<file path="src/rtl/seq_mult_4x4.sv">
// Sequential 4x4 unsigned shift-and-add multiplier with a start/busy/done handshake.
// Each RUN cycle adds the gated multiplicand into the high accumulator, then shifts {carry,S,Q} right by one.
module seq_mult_4x4 (
  input  logic       clk,
  input  logic       rst,
  input  logic       start,
  input  logic [3:0] a,
  input  logic [3:0] b,
  output logic       busy,
  output logic       done,
  output logic [7:0] product
);

  localparam int unsigned OP_W  = 4;
  localparam int unsigned CNT_W = 3;
  localparam int unsigned RES_W = 2 * OP_W;

  typedef enum logic [1:0] {
    IDLE = 2'd0,
    RUN  = 2'd1,
    DONE = 2'd2
  } state_t;

  state_t           state, state_next;
  logic [OP_W-1:0]  m, m_next;
  logic [OP_W-1:0]  acc, acc_next;
  logic [OP_W-1:0]  q, q_next;
  logic [CNT_W-1:0] cnt, cnt_next;
  logic [RES_W-1:0] prod, prod_next;
  logic             busy_next, done_next;

  // Four-bit adder stage: A = ACC, B = multiplicand gated by the multiplier LSB.
  logic [OP_W-1:0] add_b;
  logic [OP_W-1:0] add_s;
  logic            add_carry;

  always_comb begin
    add_b              = q[0] ? m : '0;
    {add_carry, add_s} = (OP_W + 1)'(acc) + (OP_W + 1)'(add_b);
  end

  // State and datapath registers.
  always_ff @(posedge clk) begin
    if (rst) begin
      state <= IDLE;
      m     <= '0;
      acc   <= '0;
      q     <= '0;
      cnt   <= '0;
      prod  <= '0;
      busy  <= 1'b0;
      done  <= 1'b0;
    end else begin
      state <= state_next;
      m     <= m_next;
      acc   <= acc_next;
      q     <= q_next;
      cnt   <= cnt_next;
      prod  <= prod_next;
      busy  <= busy_next;
      done  <= done_next;
    end
  end

  // Next-state and datapath update.
  always_comb begin
    state_next = state;
    m_next     = m;
    acc_next   = acc;
    q_next     = q;
    cnt_next   = cnt;
    prod_next  = prod;
    unique case (state)
      IDLE: begin
        if (start) begin
          m_next     = a;
          q_next     = b;
          acc_next   = '0;
          cnt_next   = '0;
          state_next = RUN;
        end
      end
      RUN: begin
        // The adder carry becomes the new ACC MSB; it is never dropped.
        acc_next = {add_carry, add_s[OP_W-1:1]};
        q_next   = {add_s[0], q[OP_W-1:1]};
        cnt_next = cnt + CNT_W'(1);
        if (cnt == CNT_W'(OP_W - 1)) begin
          prod_next  = {acc_next, q_next};
          state_next = DONE;
        end
      end
      DONE: begin
        state_next = IDLE;
      end
      default: begin
        state_next = IDLE;
      end
    endcase
    // Handshake flags are registered from the next state so they track the state register.
    busy_next = (state_next == RUN);
    done_next = (state_next == DONE);
  end

  assign product = prod;

endmodule
</file>
<file path="config.mk">
export PLATFORM = sky130hd
export DESIGN_NAME = seq_mult_4x4
export DESIGN_NICKNAME = d
export VERILOG_FILES = /design/src/rtl/seq_mult_4x4.sv
export SDC_FILE = /design/constraint.sdc
export NUM_CORES = 1
export LEC_CHECK = 0
export CORE_MARGIN = 4
export CORE_UTILIZATION = 51
export CTS_CLUSTER_SIZE = 28
export DETAILED_ROUTE_END_ITERATION = 10
export PLACE_DENSITY = 0.85
export SYNTH_ARGS = -nofsm -noshare
export SYNTH_HDL_FRONTEND = slang
export SYNTH_SLANG_ARGS = --single-unit
export TNS_END_PERCENT = 5
</file>
<file path="constraint.sdc">
create_clock -name clk -period 1.9 [get_ports clk]
set_input_delay 0.57 -clock clk [delete_from_list [all_inputs] [get_ports clk]]
set_output_delay 0.57 -clock clk [all_outputs]
set_load 0.01 [all_outputs]
</file>
## Yosys cells after proc, flatten, opt, wreduce, memory -nomap -nowiden

Index checks and enable logic that the tools add are counted.

- Reductions and logical operators: 5
- Multiplexer cells: 10
- $add $sub $neg: 2
- Equal/unequal tests: 5

Operators by type and width:

| cell | count |
|---|---|
| $pmux 4 s2 | 2 |
| $mux 4 | 3 |
| $pmux 3 s2 | 1 |
| $reduce_and 2->1 | 3 |
| $add 4x4->5 | 1 |
| $eq 2x1->1 const B | 2 |
| $mux 2 | 2 |
| $pmux 2 s2 | 1 |
| $add 3x1->3 const B | 1 |
| $eq 3x2->1 const B | 1 |
| $mux 3 | 1 |
| $eq 2x2->1 const B | 1 |
| $logic_not 2->1 | 1 |
| $ne 2x2->1 const B | 1 |
| $reduce_bool 2->1 | 1 |

- Register bits: 27

## Depth between registers and ports, before layout

- Depth after elaboration: 4
- Gate-level depth with buffers: 8

## Least setup slack after synthesis

No wires, ideal clock.

- Path type: register to register
- From: reg q[0]
- To: reg acc[2]
- Buffers on the path: 0
- Slack: 264 ps
- Library setup time: 128 ps
- Arrival time: 1508 ps
- Stages on the path, launching flop included: 7
- Period minus slack after synthesis: 1636 ps
- Cells stage by stage: dfxtp_1 > and2_1 > ha_1 > and3_1 > or3_1 > a32oi_1 > nor2_1

- Cells in the longest elaborated chain, start to end: 3

RTL lines:

| what | line | text |
|---|---|---|
| start: declaration | 27 | `logic [OP_W-1:0] q, q_next;` |
| start signal: assignment | 57 | `q <= q_next;` |
| $mux 4 | 38 | `add_b = q[0] ? m : '0;` |
| $add 4x4->5 | 39 | `{add_carry, add_s} = (OP_W + 1)'(acc) + (OP_W + 1)'(add_b);` |
| $pmux 4 s2 | 73 | `unique case (state)` |
| end signal: assignment | 56 | `acc <= acc_next;` |
| end: declaration | 26 | `logic [OP_W-1:0] acc, acc_next;` |

Every way passes these cells.
A chain may end at the register's enable or synchronous reset.

## Worst setup path after layout

- From: reg prod[4], in the netlist product[4]
- To: out product[4]

RTL lines:

| what | line | text |
|---|---|---|
| start: declaration | 29 | `logic [RES_W-1:0] prod, prod_next;` |
| start signal: assignment | 59 | `prod <= prod_next;` |
| end: declaration | 11 | `output logic [7:0] product` |

No word-level cell between the ends.

==> metrics.md <==
| Metric | Value |
|---|---|
| Outcome | finished clean |
| Via count | 961 |
| Ys async rst share | 0 |
| Fin crit period | 1.79 ns |
| CTS tree | yes |
| Synth Register Bits | 27 |
| Clock Latency Late Sink | roughly 0.31 ns |
| Clk_skew | a little under 0.006 ns |
| CTS Root Cell | clkbuf_4 |
| CORE AREA | around 2200 um^2 |
| CP top delay family | buffers and inverters |
| Vias/cell | 5.31 |
| Post-synth top flop | dfxtp_1 |
| Syn_nets | between 150 and 200 |
| Largest net degree at the start of global routing | 28 |
| Crit Path Class | reg -> out |
| # hold bufs at CTS | 0 |
| Crit path DAT | 1.22 ns |
| Slowest stage delay, CP | 0.54 ns |
| CP startpoint | product[4] |
| GP Congestion | around 0.85 |
| Slew @ Worst Pin | around 0.5 ns |
| Post-DP HPWL | 1680 um |
| Critical path startpoint category | register |
| Layout cells sized above 1 | 0.0915 |
| Initial cell density of the core | 0.543 |
| Post-synth EDFFs | 0 |
| Clock-pin slew on the worst setup and hold paths | around 0.14 ns |
| Post-CTS Setup Bufs | 0 |
| Die H | around 57 um |
| Num CTS Buffers | 3 |
| Drt wl/cell | ~12 um |
| Area of the multi-input gates | 623 um^2 |
| Cell Chain, Critical Path | clkdlybuf4s50_1 |
| Fill count | around 190 |
| Post-route ant nets | 0 |
| Period utilization | 0.944 |
| GRT Total Usage | 0.150 |
| Max-slew violations | 0 |
| Unique masters post-synth | 35 |
| R2R Path Start | q[0] |
| Post-synthesis sequential area ratio | 0.446 |
| Hold wc startpoint | product[3] |
| RSZ-0062 raised after global routing | no |
| Clock Sinks | 27 |
| Die area | between 3000 and 4000 um^2 |
| CTS max path bufs | 2 |
| Congestion Overflow GR | 0 |
| Initial DRT Pass Iterations | 4 |
| Pwr dens | between 600 and 700 nW/um^2 |
| Lkg Pwr | about 0.58 nW |
| Most frequent cells in the layout | 27 x dfxtp_1, 21 x nand2_1, 20 x nor2_1, 20 x clkdlybuf4s50_1, 9 x a21oi_1 |
| Vias in the first global route | 919 |
| Peak supply drop | ~440 uV |
| Max-cap violations | 0 |
| Critical path endpoint category | primary output |
| Mapped Area | roughly 1200 um^2 |
| H-tree Lvls | 1 |
| PortBufs | 20 |
| Max FO, Critical Path | 2 |
| Synthesized area per cell | just over 9 um^2 |
| CTS resizes | 0 |
| Drt drc | 0 |
| Starting DRC count in detailed routing | 11 |
| # IOs | 21 |
| Antenna Cells | 0 |
| Crit path required time | around 1.3 ns |
| Final hold vios | 0 |
| Final setup viols | 0 |
| Die width | roughly 57 um |
| Mapped Cells | about 130 |
| Register area | between 500 and 600 um^2 |
| Most common cell after layout, fill and taps aside | dfxtp_1 |
| Nets | 172 |
| CP max stage cell | clkdlybuf4s50_1 |
| Area delta synth->final | 20.7% |
| Total number of yosys warnings | 0 |
| Headroom to the max-slew limit | 0.665 |
| Total power draw | 0.000950 W |
| Antenna violations before repair | 0 |
| First-pass GRT wire length | 3850 um |
| Achievable Freq | between 500 and 600 MHz |
| Setup TNS | 0 ns |
| Min-Delay Path Class | reg -> reg |
| Critical path buffers and inverters | 1 |
| FP Rows | 17 |
| Detailed Route WL | 2240 um |
[layout make-up]
| class | instances | area share |
|---|---|---|
| multi-input combinational | 96 | 0.426 |
| sequential | 27 | 0.369 |
| inverter | 5 | 0.0128 |
| clock buffer | 4 | 0.0179 |
| tap | 28 | 0.0239 |
| timing repair buffer | 21 | 0.150 |
[path summary, 6_finish.rpt]
path              cells after the start  slack, ns          to
setup / recovery                      1       0.11  product[4]
hold / removal                        2       0.46  product[3]
setup reg to reg                      6       0.13      acc[2]
hold reg to reg                       2       0.46  product[3]
[state kept, by name, indices dropped and copies added (netlist names)]
| register | cells |
|---|---|
| product | 8 |
| busy | 1 |
| q | 4 |
| m | 4 |
| done | 1 |
| acc | 4 |
| state | 2 |
| cnt | 3 |
[logic make-up (layout without fill, tap and decap cells)]
family	count (synthesis)	count (layout)	synth area share
adder cells (fa/ha/maj)	7	7	0.0784
AO/OA/AOI/OAI	22	22	0.124
multiplexers	5	5	0.0413
XOR/XNOR	1	1	0.00723
AND/OR/NAND/NOR	61	61	0.263
buffers and inverters	10	30	0.0403
flip-flops	27	27	0.446
[routing by layer]
metal  vias up  wire length (um)  track usage
met5         -                 0            0
met2        14              1040        0.241
met1       451              1090        0.191
li1        492                 -            -
met4         0                30       0.0795
met3         4                81       0.0230
[worst reg2reg max path, stage by stage (launching register included)]
cell	delay, ns
dfxtp_1	0.37
and2_1	0.15
ha_1	0.32
and3_1	0.20
or3_1	0.37
a32oi_1	0.21
nor2_1	0.05
[through the flow]
step / setup WS [ns] / cell area (um^2) / instances / hold WS [ns] / utilization
floorplan: 0.264 / 1210 / 133 / 0.441 / -
global placement: 0.0743 / 1440 / 177 / 0.441 / 0.644
CTS: 0.0977 / 1460 / 181 / 0.466 / 0.655
finish: 0.106 / 1460 / 181 / 0.463 / 0.655
global route: 0.0189 / 1460 / 181 / 0.494 / 0.655
detailed placement: 0.0112 / 1440 / 177 / 0.447 / 0.644
[power breakdown]
group          leakage (nW)  switching (W)  total [W]  internal (W)
clock                0.0150       0.000157   0.000239     0.0000820
sequential            0.220      0.0000140   0.000600      0.000586
combinational         0.344      0.0000573   0.000112     0.0000543
total                 0.579       0.000229   0.000950      0.000722
[synthesized netlist by cell type (2+ instances only)]
cell type	number	area, um^2
a22oi_1	2	15.0
and2_1	3	18.8
nor3_2	2	20.0
dfxtp_1	27	541
a211oi_1	2	15.0
clkbuf_1	3	11.3
nand2_1	21	78.8
nor2_1	20	75.1
mux2i_1	5	50.1
a311oi_1	3	26.3
a21oi_1	9	45.0
and2b_1	2	15.0
nor3_1	2	10.0
inv_1	5	18.8
ha_1	6	75.1
o21ai_0	2	10.0
Power figures use the tool's default switching activity.
==> patch: new RTL, config.mk and constraints unchanged <==
Put one more register stage on the output `product`, cleared by the reset. The value now appears one clock later. The other outputs are not delayed to match.
--- a/src/rtl/seq_mult_4x4.sv
+++ b/src/rtl/seq_mult_4x4.sv
@@ -102,6 +102,12 @@
     done_next = (state_next == DONE);
   end
 
-  assign product = prod;
+  always_ff @(posedge clk) begin
+    if (rst) begin
+      product <= '0;
+    end else begin
+      product <= prod;
+    end
+  end
 
 endmodule
Behaviour: not the same (a bounded check fails within 10 cycles, from zero or initial values and one cycle with rst high).
==> patch against the original RTL <==
Critical path depth did not move; final cell count grew 8.3%; first-iteration DRC count is 36% higher; area after synthesis rose by 12%; worst hold slack better by 0.0011 ns; wire length increased by 7.4%; combinational power fell by 9%; sequential cell count rose by 8; design area up 13%; power up 31%; worst setup slack improved by 0.037 ns.
==> patch: results <==
export IMPL_synthDistinctLibCells=31
export IMPL_avgRoutedWirePerCell_um=12.3
export IMPL_htreeDepth=2
export IMPL_dpl_cell_area_mm2=0.00161
export IMPL_drive_gt1_frac=0.0843
export IMPL_intPower_mw=0.947
export IMPL_clock_latency_ns=0.34
export IMPL_cts_buffers=5
export IMPL_grt_pass1_wl_um=4240
export IMPL_status="finished clean"
export IMPL_grt_pass1_vias=1015
export IMPL_via_per_inst=5.24
export IMPL_synth_top_area_frac=0.515
export IMPL_p_leak_nw=0.678
export IMPL_track_usage=0.162
export IMPL_pwr_share_seq=0.616
export IMPL_fin_nets=183
export IMPL_combPwrFrac=0.082
export IMPL_placedCellCount=188
export IMPL_ant_nets=0
export IMPL_peakVddDrop_mv=0.591
export IMPL_cp_data_arrival_time_ns=1.19
export IMPL_synthTopCellsByCount="dfxtp_1, nor2_1, nand2_1, nor2b_1, a21oi_1"
export IMPL_grt_start_max_net_pins=33
export IMPL_hold_depth=1
export IMPL_clock_skew_ns=0.00681
export IMPL_grtUsageMet2=0.264
export IMPL_rrSetupSlack_ns=0.19
export IMPL_dp_slack_ns=0.0874
export IMPL_r2r_end="prod[7]$_SDFFE_PP0P_"
export IMPL_r2r_cells=8
export IMPL_whs_ns=0.464
export IMPL_min_from="prod[2]$_SDFFE_PP0P_"
export IMPL_gp_congestion=0.756
export IMPL_cp_endpoint="product[7]"
export IMPL_ys_seq_area_frac=0.515
export IMPL_max_freq_mhz=569
export IMPL_cp_startpoint="product[7]$_SDFF_PP0_"
export IMPL_clk_pin_slew_worst_paths_ns=0.10
export IMPL_syn_nets=158
export IMPL_whs_endpoint="product[2]$_SDFF_PP0_"
export IMPL_fillCellCount=195
export IMPL_pg_comb_mw=0.102
export IMPL_synth_cells=140
export IMPL_dpl_hpwl_um=1810
export IMPL_grt_use_met3=0.0632
export IMPL_totalWireLength_um=2400
export IMPL_critical_path_peak_fanout=1
[patch: cell families (layout without fill, tap and decap cells)]
group                      Yosys count  in the layout  share of synthesized area
and+or+nand+nor                     59             59                      0.223
DFF                                 35             35                      0.515
AOI/OAI and AO/OA                   23             23                      0.120
buffers and inverters               10             36                     0.0294
adders and majority gates            7              7                     0.0699
muxes                                5              5                     0.0368
xor gates and xnor gates             1              1                    0.00644
[patch: cell type report]
class	count	area [µm²]	area share
tap	30	37.5	0.0226
sequential	35	701	0.423
timing repair buffer	22	228	0.137
inverter	6	22.5	0.0136
clock inverter	1	5.00	0.00302
clock buffer	7	45.0	0.0272
multi-input combinational	95	619	0.374
[patch: metal layers]
metal	part of all wire	wire length (µm)
met2	0.48	1160
met3	0.075	180
met5	0	0
met4	0.024	57
met1	0.42	1010
